## src/rtl/repne_sequencer_ex.sv

```systemverilog
// repne_sequencer_ex: multi-cycle REP/REPNE string-op sequencer for the execute stage.
// Steps CMPS through alternating first/second uops and other string ops through
// a repeating steady-state uop. It decrements CX/ECX each iteration and stops on
// count exhaustion or (CMPS only) on the ZF condition.
// Optional feature macro: REPE_EN. When defined, is_repe selects REPE semantics
// (terminate on ZF=0). When undefined, every CMPS repeat terminates on ZF=1.
module repne_sequencer_ex #(
  parameter int unsigned COUNT_W = 32,
  parameter int unsigned ZF_BIT  = 6
) (
  input  logic               CLK,
  input  logic               CLR,
  input  logic               EX_V,
  input  logic               rep_start,
  input  logic               is_cmps,
  input  logic               is_repe,
  input  logic [1:0]         datasize,
  input  logic [COUNT_W-1:0] count_in,
  input  logic [31:0]        flags_in,
  input  logic               WB_stall,
  input  logic               flush,
  output logic               uop_first,
  output logic               uop_second,
  output logic               steady_state,
  output logic [COUNT_W-1:0] count_out,
  output logic               ld_count,
  output logic               terminate,
  output logic               ex_stall,
  output logic               busy
);

  localparam int unsigned CX_W = 16;

  // Mask covering the CX portion of the count register.
  localparam logic [COUNT_W-1:0] LOW_MASK = COUNT_W'({CX_W{1'b1}});
  localparam logic [COUNT_W-1:0] ONE      = COUNT_W'(1);

  localparam logic [1:0] DS_16 = 2'b01;

  typedef enum logic [2:0] {
    S_IDLE   = 3'd0,
    S_CMPS1  = 3'd1,
    S_CMPS2  = 3'd2,
    S_STEADY = 3'd3,
    S_DONE   = 3'd4
  } state_e;

  state_e               state_q;
  state_e               state_d;
  logic [COUNT_W-1:0]   count_q;
  logic [COUNT_W-1:0]   count_d;
  logic                 mode16_q;
  logic                 mode16_d;
  logic                 dec_fire;

  logic                 start_mode16;
  logic                 start_zero;
  logic [COUNT_W-1:0]   count_dec;
  logic                 dec_zero;
  logic                 zf;
  logic                 zf_term;

  logic                 uop_first_d;
  logic                 uop_second_d;
  logic                 steady_state_d;
  logic                 ld_count_d;
  logic                 terminate_d;
  logic                 ex_stall_d;
  logic                 busy_d;

  // Width selection and zero test for the count presented at start.
  assign start_mode16 = (datasize == DS_16);
  assign start_zero   = start_mode16 ? ((count_in & LOW_MASK) == '0) : (count_in == '0);

  // Decrement only the active width; in 16-bit mode the upper bits are kept.
  assign count_dec = mode16_q ? ((count_q & ~LOW_MASK) | ((count_q - ONE) & LOW_MASK))
                              : (count_q - ONE);
  assign dec_zero  = mode16_q ? ((count_dec & LOW_MASK) == '0) : (count_dec == '0);

  assign zf = flags_in[ZF_BIT];

`ifdef REPE_EN
  logic repe_q;
  logic repe_d;

  // REPE stops when ZF clears, REPNE stops when ZF sets.
  assign zf_term = (zf == !repe_q);
`else
  // Only ZF participates; the REPE prefix is not honoured in this build.
  assign zf_term = zf;
`endif

  // Flag bits other than ZF (and is_repe when unused) are intentionally ignored.
`ifdef REPE_EN
  logic unused_flags;
  assign unused_flags = ^{flags_in[31:0]};
`else
  logic unused_flags;
  assign unused_flags = ^{flags_in[31:0], is_repe};
`endif

  // State and iteration datapath registers.
  always_ff @(posedge CLK or negedge CLR) begin
    if (!CLR) begin
      state_q  <= S_IDLE;
      count_q  <= '0;
      mode16_q <= 1'b0;
    end else begin
      state_q  <= state_d;
      count_q  <= count_d;
      mode16_q <= mode16_d;
    end
  end

`ifdef REPE_EN
  // Prefix flavour captured with the starting uop.
  always_ff @(posedge CLK or negedge CLR) begin
    if (!CLR) begin
      repe_q <= 1'b0;
    end else begin
      repe_q <= repe_d;
    end
  end
`endif

  // Next-state and count update; flush beats advance, WB_stall freezes everything.
  always_comb begin
    state_d  = state_q;
    count_d  = count_q;
    mode16_d = mode16_q;
    dec_fire = 1'b0;
`ifdef REPE_EN
    repe_d   = repe_q;
`endif
    if (flush) begin
      state_d = S_IDLE;
    end else if (!WB_stall) begin
      case (state_q)
        S_IDLE: begin
          if (EX_V && rep_start) begin
            mode16_d = start_mode16;
`ifdef REPE_EN
            repe_d   = is_repe;
`endif
            if (start_zero) begin
              state_d = S_DONE;
            end else begin
              count_d = count_in;
              state_d = is_cmps ? S_CMPS1 : S_STEADY;
            end
          end
        end
        S_CMPS1: begin
          state_d = S_CMPS2;
        end
        S_CMPS2: begin
          dec_fire = 1'b1;
          count_d  = count_dec;
          state_d  = (dec_zero || zf_term) ? S_DONE : S_CMPS1;
        end
        S_STEADY: begin
          dec_fire = 1'b1;
          count_d  = count_dec;
          state_d  = dec_zero ? S_DONE : S_STEADY;
        end
        S_DONE: begin
          state_d = S_IDLE;
        end
        default: begin
          state_d = S_IDLE;
        end
      endcase
    end
  end

  // Output decode from the upcoming state so every output is a flop aligned with state.
  always_comb begin
    uop_first_d    = 1'b0;
    uop_second_d   = 1'b0;
    steady_state_d = 1'b0;
    terminate_d    = 1'b0;
    ex_stall_d     = 1'b0;
    busy_d         = (state_d != S_IDLE);
    ld_count_d     = dec_fire;
    case (state_d)
      S_CMPS1: begin
        uop_first_d = 1'b1;
        ex_stall_d  = 1'b1;
      end
      S_CMPS2: begin
        uop_second_d = 1'b1;
        ex_stall_d   = 1'b1;
      end
      S_STEADY: begin
        steady_state_d = 1'b1;
        ex_stall_d     = 1'b1;
      end
      S_DONE: begin
        terminate_d = 1'b1;
      end
      default: begin
        busy_d = (state_d != S_IDLE);
      end
    endcase
  end

  // Registered outputs.
  always_ff @(posedge CLK or negedge CLR) begin
    if (!CLR) begin
      uop_first    <= 1'b0;
      uop_second   <= 1'b0;
      steady_state <= 1'b0;
      ld_count     <= 1'b0;
      terminate    <= 1'b0;
      ex_stall     <= 1'b0;
      busy         <= 1'b0;
    end else begin
      uop_first    <= uop_first_d;
      uop_second   <= uop_second_d;
      steady_state <= steady_state_d;
      ld_count     <= ld_count_d;
      terminate    <= terminate_d;
      ex_stall     <= ex_stall_d;
      busy         <= busy_d;
    end
  end

  assign count_out = count_q;

endmodule

```

## config.mk

```make
export PLATFORM = sky130hd
export DESIGN_NAME = repne_sequencer_ex
export DESIGN_NICKNAME = d
export VERILOG_FILES = /design/src/rtl/repne_sequencer_ex.sv
export SDC_FILE = /design/constraint.sdc
export NUM_CORES = 1
export LEC_CHECK = 0
export CAP_MARGIN = 20
export CELL_PAD_IN_SITES_DETAIL_PLACEMENT = 2
export CELL_PAD_IN_SITES_GLOBAL_PLACEMENT = 2
export CORE_ASPECT_RATIO = 0.7
export CORE_MARGIN = 1.5
export CORE_UTILIZATION = 25
export CTS_CLUSTER_DIAMETER = 150
export DETAILED_ROUTE_END_ITERATION = 10
export GPL_ROUTABILITY_DRIVEN = 1
export GPL_TIMING_DRIVEN = 1
export PLACE_DENSITY = 0.86
export SLEW_MARGIN = 20
export SYNTH_ARGS = -nofsm -noshare
export SYNTH_HDL_FRONTEND = slang
export SYNTH_SLANG_ARGS = --single-unit
```

## constraint.sdc

```tcl
create_clock -name CLK -period 4.1 [get_ports CLK]
set_input_delay 0.615 -clock CLK [delete_from_list [all_inputs] [get_ports CLK]]
set_output_delay 0.615 -clock CLK [all_outputs]
set_load 0.01 [all_outputs]
```

==> results.sh, run 1 <==
export IMPL_status="complete, no violations"
export IMPL_cts_resized=0
export IMPL_tritoncts="built"
export IMPL_setup_violations=0
export IMPL_holdBufCountCts=0
export IMPL_io_buffers=80
export IMPL_relSlewSlack=0.417
export IMPL_final_cells=604
export IMPL_period_share=0.911
export IMPL_yosysSeqAreaShare=0.358
export IMPL_clock_skew_ns=0.00393
export IMPL_hold_violations=0
export IMPL_gr_total_overflow=0
export IMPL_grt_pass1_vias=3666
export IMPL_ys_warn_count=0
export IMPL_ctsLongestPathBuffers=2
export IMPL_synth_top_area_share=0.358
export IMPL_dieWidth_um=134
export IMPL_syn_area_um2=3010
export IMPL_clkLatencyLatePin_ns=0.29
export IMPL_dpl_cell_count=596
export IMPL_routed_wl_mm=12.3
export IMPL_die_area_um2=12700
export IMPL_synth_top_area_cell="dfrtp_1"
export IMPL_synthDistinctLibCells=59
export IMPL_diodes=0
export IMPL_dpl_hpwl_mm=9.21
export IMPL_final_layout_size_suffix_gt1_frac=0.0828
export IMPL_clkSlewWorstSetupHoldPaths_ns=0.06
export IMPL_synth_common_cells="a21oi_1, nor2_1, dfrtp_1, o21ai_0, nand2_1"
export IMPL_numCtsBuffers=5
export IMPL_cap_viol_max_count=0
export IMPL_synth_most_common_cell="a21oi_1"
export IMPL_crit_arrival_ns=3.92
export IMPL_initial_core_util=0.256
export IMPL_synth_top_family_by_area="simple AND/OR/NAND/NOR gates"
export IMPL_crit_path_end_kind="flop"
export IMPL_r2r_slack_ns=0.37
export IMPL_path_cells="inv_1 > ha_1 > or4b_4 > or4_4 > nor4_2 > nor2_1 > and4b_1 > a211oi_1 > o21ai_2 > and3_1"
export IMPL_p_per_area_nw_per_um2=446
export IMPL_viasPerCell=5.45
export IMPL_finalPower_uw=1830
export IMPL_ys_seq_elements=43
export IMPL_layout_area_overhead_vs_synth_pct=36.8
export IMPL_ys_top_cells_by_area="dfrtp_1, a21oi_1, nor2_1"
export IMPL_fmax_ghz=0.268
export IMPL_rsz0062_at_grt="no"
export IMPL_gr_usage_all_layers=0.203
export IMPL_worstPathRequired_ns=4.28
export IMPL_detailedPlace_worstSlack_ns=0.379
export IMPL_clockRootBuffer="clkbuf_16"
export IMPL_drt_iter0_markers=192
export IMPL_yosys_area_share_adder=0.00833
export IMPL_drc=0
export IMPL_ir_worst_vdd_uv=153
export IMPL_r2r_cells=10
export IMPL_timing_rr_start="count_out[0]$_DFFE_PN0P_"
export IMPL_synth_xor_area_share=0.0146
export IMPL_timing_final_ws_setup_ns=0.366
export IMPL_final_net_count=522
export IMPL_grt_max_degree=44
export IMPL_p_clk_frac=0.218
export IMPL_netlist_instances=376
export IMPL_crit_path_end="terminate$_DFF_PN0_"
export IMPL_ios=113
export IMPL_startpoint_type="flop"
export IMPL_slew_violations=0
export IMPL_worstPathMaxFanout=11
export IMPL_synth_mux_area_fraction=0
export IMPL_tightestPinTransition_ns=0.873
export IMPL_async_reset_ff_frac=1.00
export IMPL_crit_start="count_out[0]$_DFFE_PN0P_"
export IMPL_cp_slowest_cell="or4b_4"
export IMPL_p_sw_uw=745
export IMPL_leakage_uw=0.00149
export IMPL_setup_tns_ns=0
export IMPL_synth_edf_count=0
export IMPL_die_h_um=94.7
export IMPL_cpPeakStageDelay_ns=0.56
export IMPL_clock_sinks=43
export IMPL_synth_compound_area_share=0.279
export IMPL_hold_class="input port to async pin"
export IMPL_place_congestion=0.877
export IMPL_num_rows=33
export IMPL_grt_first_pass_wirelength_mm=20.2
export IMPL_critPathKind="flop to flop"
export IMPL_r2r_end="terminate$_DFF_PN0_"
export IMPL_seq_power_share=0.405
export IMPL_wl_per_cell_um=20.4
export IMPL_period_needed_ns=3.73
export IMPL_yosys_area_share_simple=0.299
export IMPL_antenna_found_initial=0
export IMPL_avgSynthCellArea_um2=7.99
export IMPL_synth_ff_type="dfrtp_1"
export IMPL_cts_setup_buffers=0
export IMPL_core_area_um2=11700
export IMPL_power_internal_uw=1090
export IMPL_first_pass_iters=4
export IMPL_p_sw_frac=0.406
export IMPL_h_tree_depth=2
export IMPL_via_count=3294
export IMPL_synth_nets=452
export IMPL_comb_power_share=0.377
export IMPL_ant_nets=0
[cell usage in the layout, fill, tap and decap left out, drive strengths merged, types with 4 or more instances in the layout]
cell	synthesis	layout
clkdlybuf4s50	0	79
a21oi	48	48
nor2	47	47
dfrtp	43	43
o21ai	39	39
nand2	25	25
nor4	19	19
nor3	12	12
nand3	10	10
inv	10	10
o22ai	10	10
nand4	8	8
or3	7	7
buf	0	7
nand3b	5	5
and3	5	5
a22oi	5	5
clkbuf	23	5
o31ai	5	5
nand2b	4	4
o22a	4	4
[power groups by stage]
stage | Combinational (µW) | Clock (µW) | Sequential (µW)
5_1_grt | 758 | 428 | 765
3_5_place_dp | 694 | 0 | 742
3_3_place_gp | 658 | 0 | 725
4_1_cts | 701 | 412 | 739
2_1_floorplan | 317 | 0 | 700
6_report | 692 | 400 | 742
[worst max-delay path: cells and delay by family (launching register included)]
kind            cells  cell delay (ns)
compound gates      2             0.58
fa+ha+maj           1             0.39
buf+inv             1             0.09
flops               1             0.48
simple gates        6             2.07
[state kept, by name, summed over array words and instances (netlist names)]
| signal | cells |
|---|---|
| terminate | 1 |
| state_q | 3 |
| steady_state | 1 |
| ld_count | 1 |
| mode16_q | 1 |
| count_out | 32 |
| busy | 1 |
| ex_stall | 1 |
| uop_second | 1 |
| uop_first | 1 |
[how the worst min path moves through the flow]
stage | start | end | slack (ns) | cells after the start
floorplan | CLR | busy$_DFF_PN0_ | 0.32 | 0
global placement | count_out[26]$_DFFE_PN0P_ | count_out[26]$_DFFE_PN0P_ | 0.60 | 1
detailed placement | count_out[26]$_DFFE_PN0P_ | count_out[26]$_DFFE_PN0P_ | 0.62 | 1
CTS | CLR | count_out[2]$_DFFE_PN0P_ | 0.57 | 1
global route | CLR | count_out[2]$_DFFE_PN0P_ | 0.38 | 1
finish | CLR | count_out[2]$_DFFE_PN0P_ | 0.34 | 1
[kinds of logic after synthesis]
family	Yosys count
buffers and inverters	33
AOI/OAI and AO/OA	133
xor gates and xnor gates	5
adders and majority gates	2
and+or+nand+nor	160
DFF	43
[through the flow]
stage                     cell area [µm²]  hold WS, ns   util
after floorplan                      3010        0.319      -
after global placement               3970        0.595  0.338
after detailed placement             3970        0.616  0.338
after CTS                            4110        0.574  0.350
after global routing                 4110        0.382  0.351
final                                4110        0.335  0.351
[per-layer routing]
layer  vias to the layer above  global-route usage  routed length, µm
li1                       1549                   -                  -
met1                      1661               0.286               6000
met2                        73               0.326               5570
met3                        11              0.0365                625
met4                         0              0.0412                118
met5                         -                   0                  0
[final cells by class]
cell class	count	area [µm²]
Tap cell	157	196
Clock buffer	5	125
Inverter	10	37.5
Fill cell	1322	7610
Sequential cell	43	1080
Timing Repair Buffer	86	843
Multi-Input combinational cell	300	1820
Clock inverter	3	15.0
Note: power is estimated with default switching activity, not from simulation.
==> run 2: changes to the inputs <==
--- a/config.mk
+++ b/config.mk
@@ -10,12 +10,12 @@
 export CELL_PAD_IN_SITES_GLOBAL_PLACEMENT = 2
 export CORE_ASPECT_RATIO = 0.7
 export CORE_MARGIN = 1.5
-export CORE_UTILIZATION = 25
+export CORE_UTILIZATION = 22
 export CTS_CLUSTER_DIAMETER = 150
 export DETAILED_ROUTE_END_ITERATION = 10
 export GPL_ROUTABILITY_DRIVEN = 1
 export GPL_TIMING_DRIVEN = 1
-export PLACE_DENSITY = 0.86
+export PLACE_DENSITY = 0.8
 export SLEW_MARGIN = 20
 export SYNTH_ARGS = -nofsm -noshare
 export SYNTH_HDL_FRONTEND = slang
==> constraint.sdc (replaced) <==
create_clock -name CLK -period 3.3 [get_ports CLK]
set_input_delay 0.495 -clock CLK [delete_from_list [all_inputs] [get_ports CLK]]
set_output_delay 0.495 -clock CLK [all_outputs]
set_load 0.01 [all_outputs]
==> results.sh, run 2 (synthesis results as in run 1) <==
export IMPL_cap_viol_max_count=0
export IMPL_drt_iter0_markers=238
export IMPL_drc=0
export IMPL_h_tree_depth=2
export IMPL_wl_per_cell_um=19.5
export IMPL_numCtsBuffers=5
export IMPL_leakage_uw=0.00158
export IMPL_p_sw_frac=0.390
export IMPL_cp_slowest_cell="or4b_4"
export IMPL_worstPathRequired_ns=3.52
export IMPL_first_pass_iters=4
export IMPL_setup_tns_ns=0
export IMPL_seq_power_share=0.350
export IMPL_tritoncts="built"
export IMPL_viasPerCell=5.19
export IMPL_clock_skew_ns=0.00934
export IMPL_dieWidth_um=143
export IMPL_num_rows=35
export IMPL_fillers=1526
export IMPL_startpoint_type="flop"
export IMPL_via_count=3351
export IMPL_initial_core_util=0.227
export IMPL_rsz0062_at_grt="no"
export IMPL_ir_worst_vdd_uv=229
export IMPL_die_h_um=101
export IMPL_clock_sinks=43
export IMPL_dpl_hpwl_mm=9.53
export IMPL_ios=113
export IMPL_relSlewSlack=0.428
export IMPL_antenna_found_initial=0
export IMPL_timing_rr_start="count_out[1]$_DFFE_PN0P_"
export IMPL_final_util=0.329
export IMPL_comb_power_share=0.407
export IMPL_cpPeakStageDelay_ns=0.51
export IMPL_critPathKind="flop to flop"
export IMPL_crit_start="count_out[1]$_DFFE_PN0P_"
export IMPL_r2r_cells=10
export IMPL_final_net_count=536
export IMPL_place_congestion=0.848
export IMPL_fmax_ghz=0.318
export IMPL_crit_arrival_ns=3.36
export IMPL_worstPathMaxFanout=7
export IMPL_gr_usage_all_layers=0.179
export IMPL_grt_max_degree=44
export IMPL_slew_violations=0
export IMPL_power_internal_uw=1490
export IMPL_setup_violations=0
export IMPL_final_common_cell="clkdlybuf4s50_1"
export IMPL_die_area_um2=14400
export IMPL_clkSlewWorstSetupHoldPaths_ns=0.07
export IMPL_final_cell_mix="clkdlybuf4s50_1, a21oi_1, nor2_1"
export IMPL_io_buffers=80
export IMPL_cts_setup_buffers=0
export IMPL_period_share=0.953
export IMPL_clockRootBuffer="clkbuf_16"
export IMPL_hold_class="input port to async pin"
export IMPL_grt_first_pass_wirelength_mm=19.9
export IMPL_diodes=0
export IMPL_layout_area_overhead_vs_synth_pct=44.6
export IMPL_period_needed_ns=3.15
export IMPL_p_per_area_nw_per_um2=561
export IMPL_clkLatencyLatePin_ns=0.30
export IMPL_ant_nets=0
export IMPL_status="complete, no violations"
export IMPL_p_clk_frac=0.243
export IMPL_p_sw_uw=950
export IMPL_core_area_um2=13200
export IMPL_path_cells="inv_2 > ha_2 > or4b_4 > nand4bb_1 > xor2_1 > o211ai_2 > nor4_4 > a211oi_2 > o21ai_4 > nor3b_2"
export IMPL_final_layout_size_suffix_gt1_frac=0.126
export IMPL_routed_wl_mm=12.6
export IMPL_ctsLongestPathBuffers=2
export IMPL_tightestPinTransition_ns=0.858
export IMPL_largest_reg_flops=32
export IMPL_hold_violations=0
export IMPL_crit_path_end_kind="flop"
export IMPL_gr_total_overflow=0
export IMPL_grt_pass1_vias=3547
run 2: area by class of cell:
cell class,instances,area (µm²),share of cell area
Clock buffer,5,125,0.0288
Clock inverter,3,43.8,0.0101
Inverter,10,37.5,0.00864
Multi-Input combinational cell,300,1870,0.430
Sequential cell,43,1080,0.248
Tap cell,185,231,0.0533
Timing Repair Buffer,100,961,0.221
run 2: worst max-delay path, delay by kind of cell, from the launching register on:
family	cells	cell delay (ns)
AO/OA/AOI/OAI	3	0.58
XOR/XNOR	1	0.37
adder cells (fa/ha/maj)	1	0.17
buffers and inverters	1	0.08
flip-flops	1	0.39
AND/OR/NAND/NOR	4	1.47
run 2: layer usage:
metal / global-route usage / vias to the layer above / routed length [µm]
met3: 0.0299 / 8 / 497
met5: 0 / - / 0
met1: 0.265 / 1693 / 6430
met4: 0.0198 / 0 / 44
li1: - / 1576 / -
met2: 0.280 / 74 / 5600
run 2: through the flow:
stage / hold WS [ns] / area [µm²] / cells / setup WS [ns] / power, µW
3_5_place_dp: 0.572 / 4120 / 638 / 0.0364 / 1840
5_1_grt: 0.262 / 4350 / 646 / 0.00377 / 2580
4_1_cts: 0.444 / 4290 / 646 / 0.000383 / 2450
6_report: 0.206 / 4350 / 646 / 0.155 / 2440
3_3_place_gp: 0.545 / 4120 / 638 / 0.181 / 1790
2_1_floorplan: 0.199 / 3010 / 376 / 0.396 / 1260
run 2: repair_timing:
| item | in CTS | in global routing |
|---|---|---|
| gates resized for setup | 0 | 10 |
| setup endpoints to repair | 0 | 9 |
| hold buffers | 0 | 0 |
run 2: final timing paths:
kind / end / slack, ns
min: count_out[20]$_DFFE_PN0P_ / 0.21
max: uop_first$_DFF_PN0_ / 0.15
min reg2reg: count_out[1]$_DFFE_PN0P_ / 0.57
max in group asynchronous: count_out[10]$_DFFE_PN0P_ / 2.67
min in group CLK: count_out[1]$_DFFE_PN0P_ / 0.57
max reg2reg: uop_first$_DFF_PN0_ / 0.15
run 2: power by group through the flow:
stage	clock network (µW)	registers [µW]	logic, µW
2_1_floorplan	0	870	394
3_3_place_gp	0	849	943
3_5_place_dp	0	860	979
4_1_cts	605	852	989
5_1_grt	615	882	1080
6_report	593	854	991
==> run 3: changes to the inputs <==
--- a/config.mk
+++ b/config.mk
@@ -16,7 +16,6 @@
 export GPL_ROUTABILITY_DRIVEN = 1
 export GPL_TIMING_DRIVEN = 1
 export PLACE_DENSITY = 0.8
-export SLEW_MARGIN = 20
 export SYNTH_ARGS = -nofsm -noshare
 export SYNTH_HDL_FRONTEND = slang
 export SYNTH_SLANG_ARGS = --single-unit
==> results.sh, run 3 (synthesis results as in run 1) <==
export IMPL_clkSlewWorstSetupHoldPaths_ns=0.07
export IMPL_diodes=0
export IMPL_h_tree_depth=2
export IMPL_worstPathRequired_ns=3.51
export IMPL_dpl_hpwl_mm=9.53
export IMPL_gr_usage_all_layers=0.179
export IMPL_setup_violations=0
export IMPL_viasPerCell=5.21
export IMPL_crit_path_end_kind="flop"
export IMPL_final_net_count=537
export IMPL_ant_nets=0
export IMPL_die_h_um=101
export IMPL_worstPathMaxFanout=7
export IMPL_fillers=1527
export IMPL_numCtsBuffers=5
export IMPL_setup_tns_ns=0
export IMPL_p_per_area_nw_per_um2=559
export IMPL_ir_worst_vdd_uv=230
export IMPL_relSlewSlack=0.429
export IMPL_final_layout_size_suffix_gt1_frac=0.128
export IMPL_final_cell_mix="clkdlybuf4s50_1, a21oi_1, nor2_1"
export IMPL_ios=113
export IMPL_holdBufCountCts=0
export IMPL_hold_violations=0
export IMPL_rsz0062_at_grt="no"
export IMPL_grt_pass1_vias=3547
export IMPL_layout_area_overhead_vs_synth_pct=45.2
export IMPL_critPathKind="flop to flop"
export IMPL_status="complete, no violations"
export IMPL_drt_iter0_markers=204
export IMPL_r2r_slack_ns=0.15
export IMPL_antenna_found_initial=0
export IMPL_slew_violations=0
export IMPL_multiInputGateArea_um2=1870
export IMPL_clock_skew_ns=0.00951
export IMPL_leakage_uw=0.00159
export IMPL_cap_viol_max_count=0
export IMPL_clockRootBuffer="clkbuf_16"
export IMPL_grt_max_degree=44
export IMPL_crit_arrival_ns=3.36
export IMPL_wl_per_cell_um=19.4
export IMPL_die_area_um2=14400
export IMPL_fmax_ghz=0.318
export IMPL_startpoint_type="flop"
export IMPL_final_common_cell="clkdlybuf4s50_1"
export IMPL_dpl_cell_count=638
export IMPL_ctsLongestPathBuffers=2
export IMPL_gr_total_overflow=0
export IMPL_clkLatencyLatePin_ns=0.29
export IMPL_first_pass_iters=4
export IMPL_dieWidth_um=143
export IMPL_largest_reg_flops=32
export IMPL_routed_wl_mm=12.6
export IMPL_tightestPinTransition_ns=0.857
export IMPL_via_count=3371
export IMPL_io_buffers=80
export IMPL_initial_core_util=0.227
export IMPL_final_cells=647
export IMPL_tritoncts="built"
export IMPL_hold_class="input port to async pin"
export IMPL_clock_sinks=43
export IMPL_place_congestion=0.848
export IMPL_period_needed_ns=3.15
export IMPL_period_share=0.954
export IMPL_core_area_um2=13200
export IMPL_num_rows=35
export IMPL_drc=0
export IMPL_grt_first_pass_wirelength_mm=19.9
export IMPL_register_area_um2=1080
[run 3: cell types whose count changed in the layout (fill, tap and decap cells not counted), sizes merged]
| cell | before | now |
|---|---|---|
| buf | 21 | 22 |
[run 3: routing by layer]
metal	share of wire	GRT usage	vias to the layer above	wire, µm
li1	-	-	1583	-
met1	0.50	0.265	1706	6300
met2	0.45	0.280	78	5640
met3	0.046	0.0299	4	582
met4	0.0027	0.0198	0	34
met5	0	0	-	0
[run 3: area by class of cell]
type	instances	area share
clock buffer	5	0.0287
sequential	43	0.247
inverter	10	0.00860
timing repair buffer	101	0.224
tap	185	0.0531
multi-input combinational	300	0.429
clock inverter	3	0.0100
[run 3: worst paths after layout]
kind,start,end,cells after the start
worst max-delay path,count_out[1]$_DFFE_PN0P_,uop_first$_DFF_PN0_,10
worst min-delay path,CLR,count_out[21]$_DFFE_PN0P_,1
worst max register to register,count_out[1]$_DFFE_PN0P_,uop_first$_DFF_PN0_,10
worst min register to register,count_out[1]$_DFFE_PN0P_,count_out[1]$_DFFE_PN0P_,2
max in group asynchronous,CLR,mode16_q$_DFFE_PN0P_,2
min in group CLK,count_out[1]$_DFFE_PN0P_,count_out[1]$_DFFE_PN0P_,2
[run 3: worst max-delay path, cell delays in order, from the launching register on]
cell and delay, ns:
dfrtp_1 0.39, inv_2 0.08, ha_2 0.17, or4b_4 0.51, or4_4 0.51, o31ai_4 0.25
o211ai_2 0.13, nor4_4 0.41, a211oi_2 0.16, o21ai_4 0.26, nor3b_2 0.20
[run 3: what timing repair did]
item,CTS,global route
endpoints found under the setup margin,0,9
setup buffers,0,0
gates resized for setup,0,10
[run 3: power breakdown]
group	switching, µW	total (µW)	leakage (µW)	internal (µW)
clock	232	590	0.0000838	358
combinational	511	995	0.000981	484
sequential	207	854	0.000521	647
[run 3: through the flow]
stage | util | setup slack [ns] | hold WS, ns | cell area (µm²) | total power [µW]
floorplan | - | 0.396 | 0.199 | 3010 | 1260
global placement | 0.312 | 0.181 | 0.545 | 4120 | 1790
detailed placement | 0.312 | 0.0364 | 0.572 | 4120 | 1840
CTS | 0.325 | 0.000383 | 0.444 | 4290 | 2450
global route | 0.330 | 0.00377 | 0.227 | 4360 | 2580
finish | 0.330 | 0.153 | 0.187 | 4360 | 2440
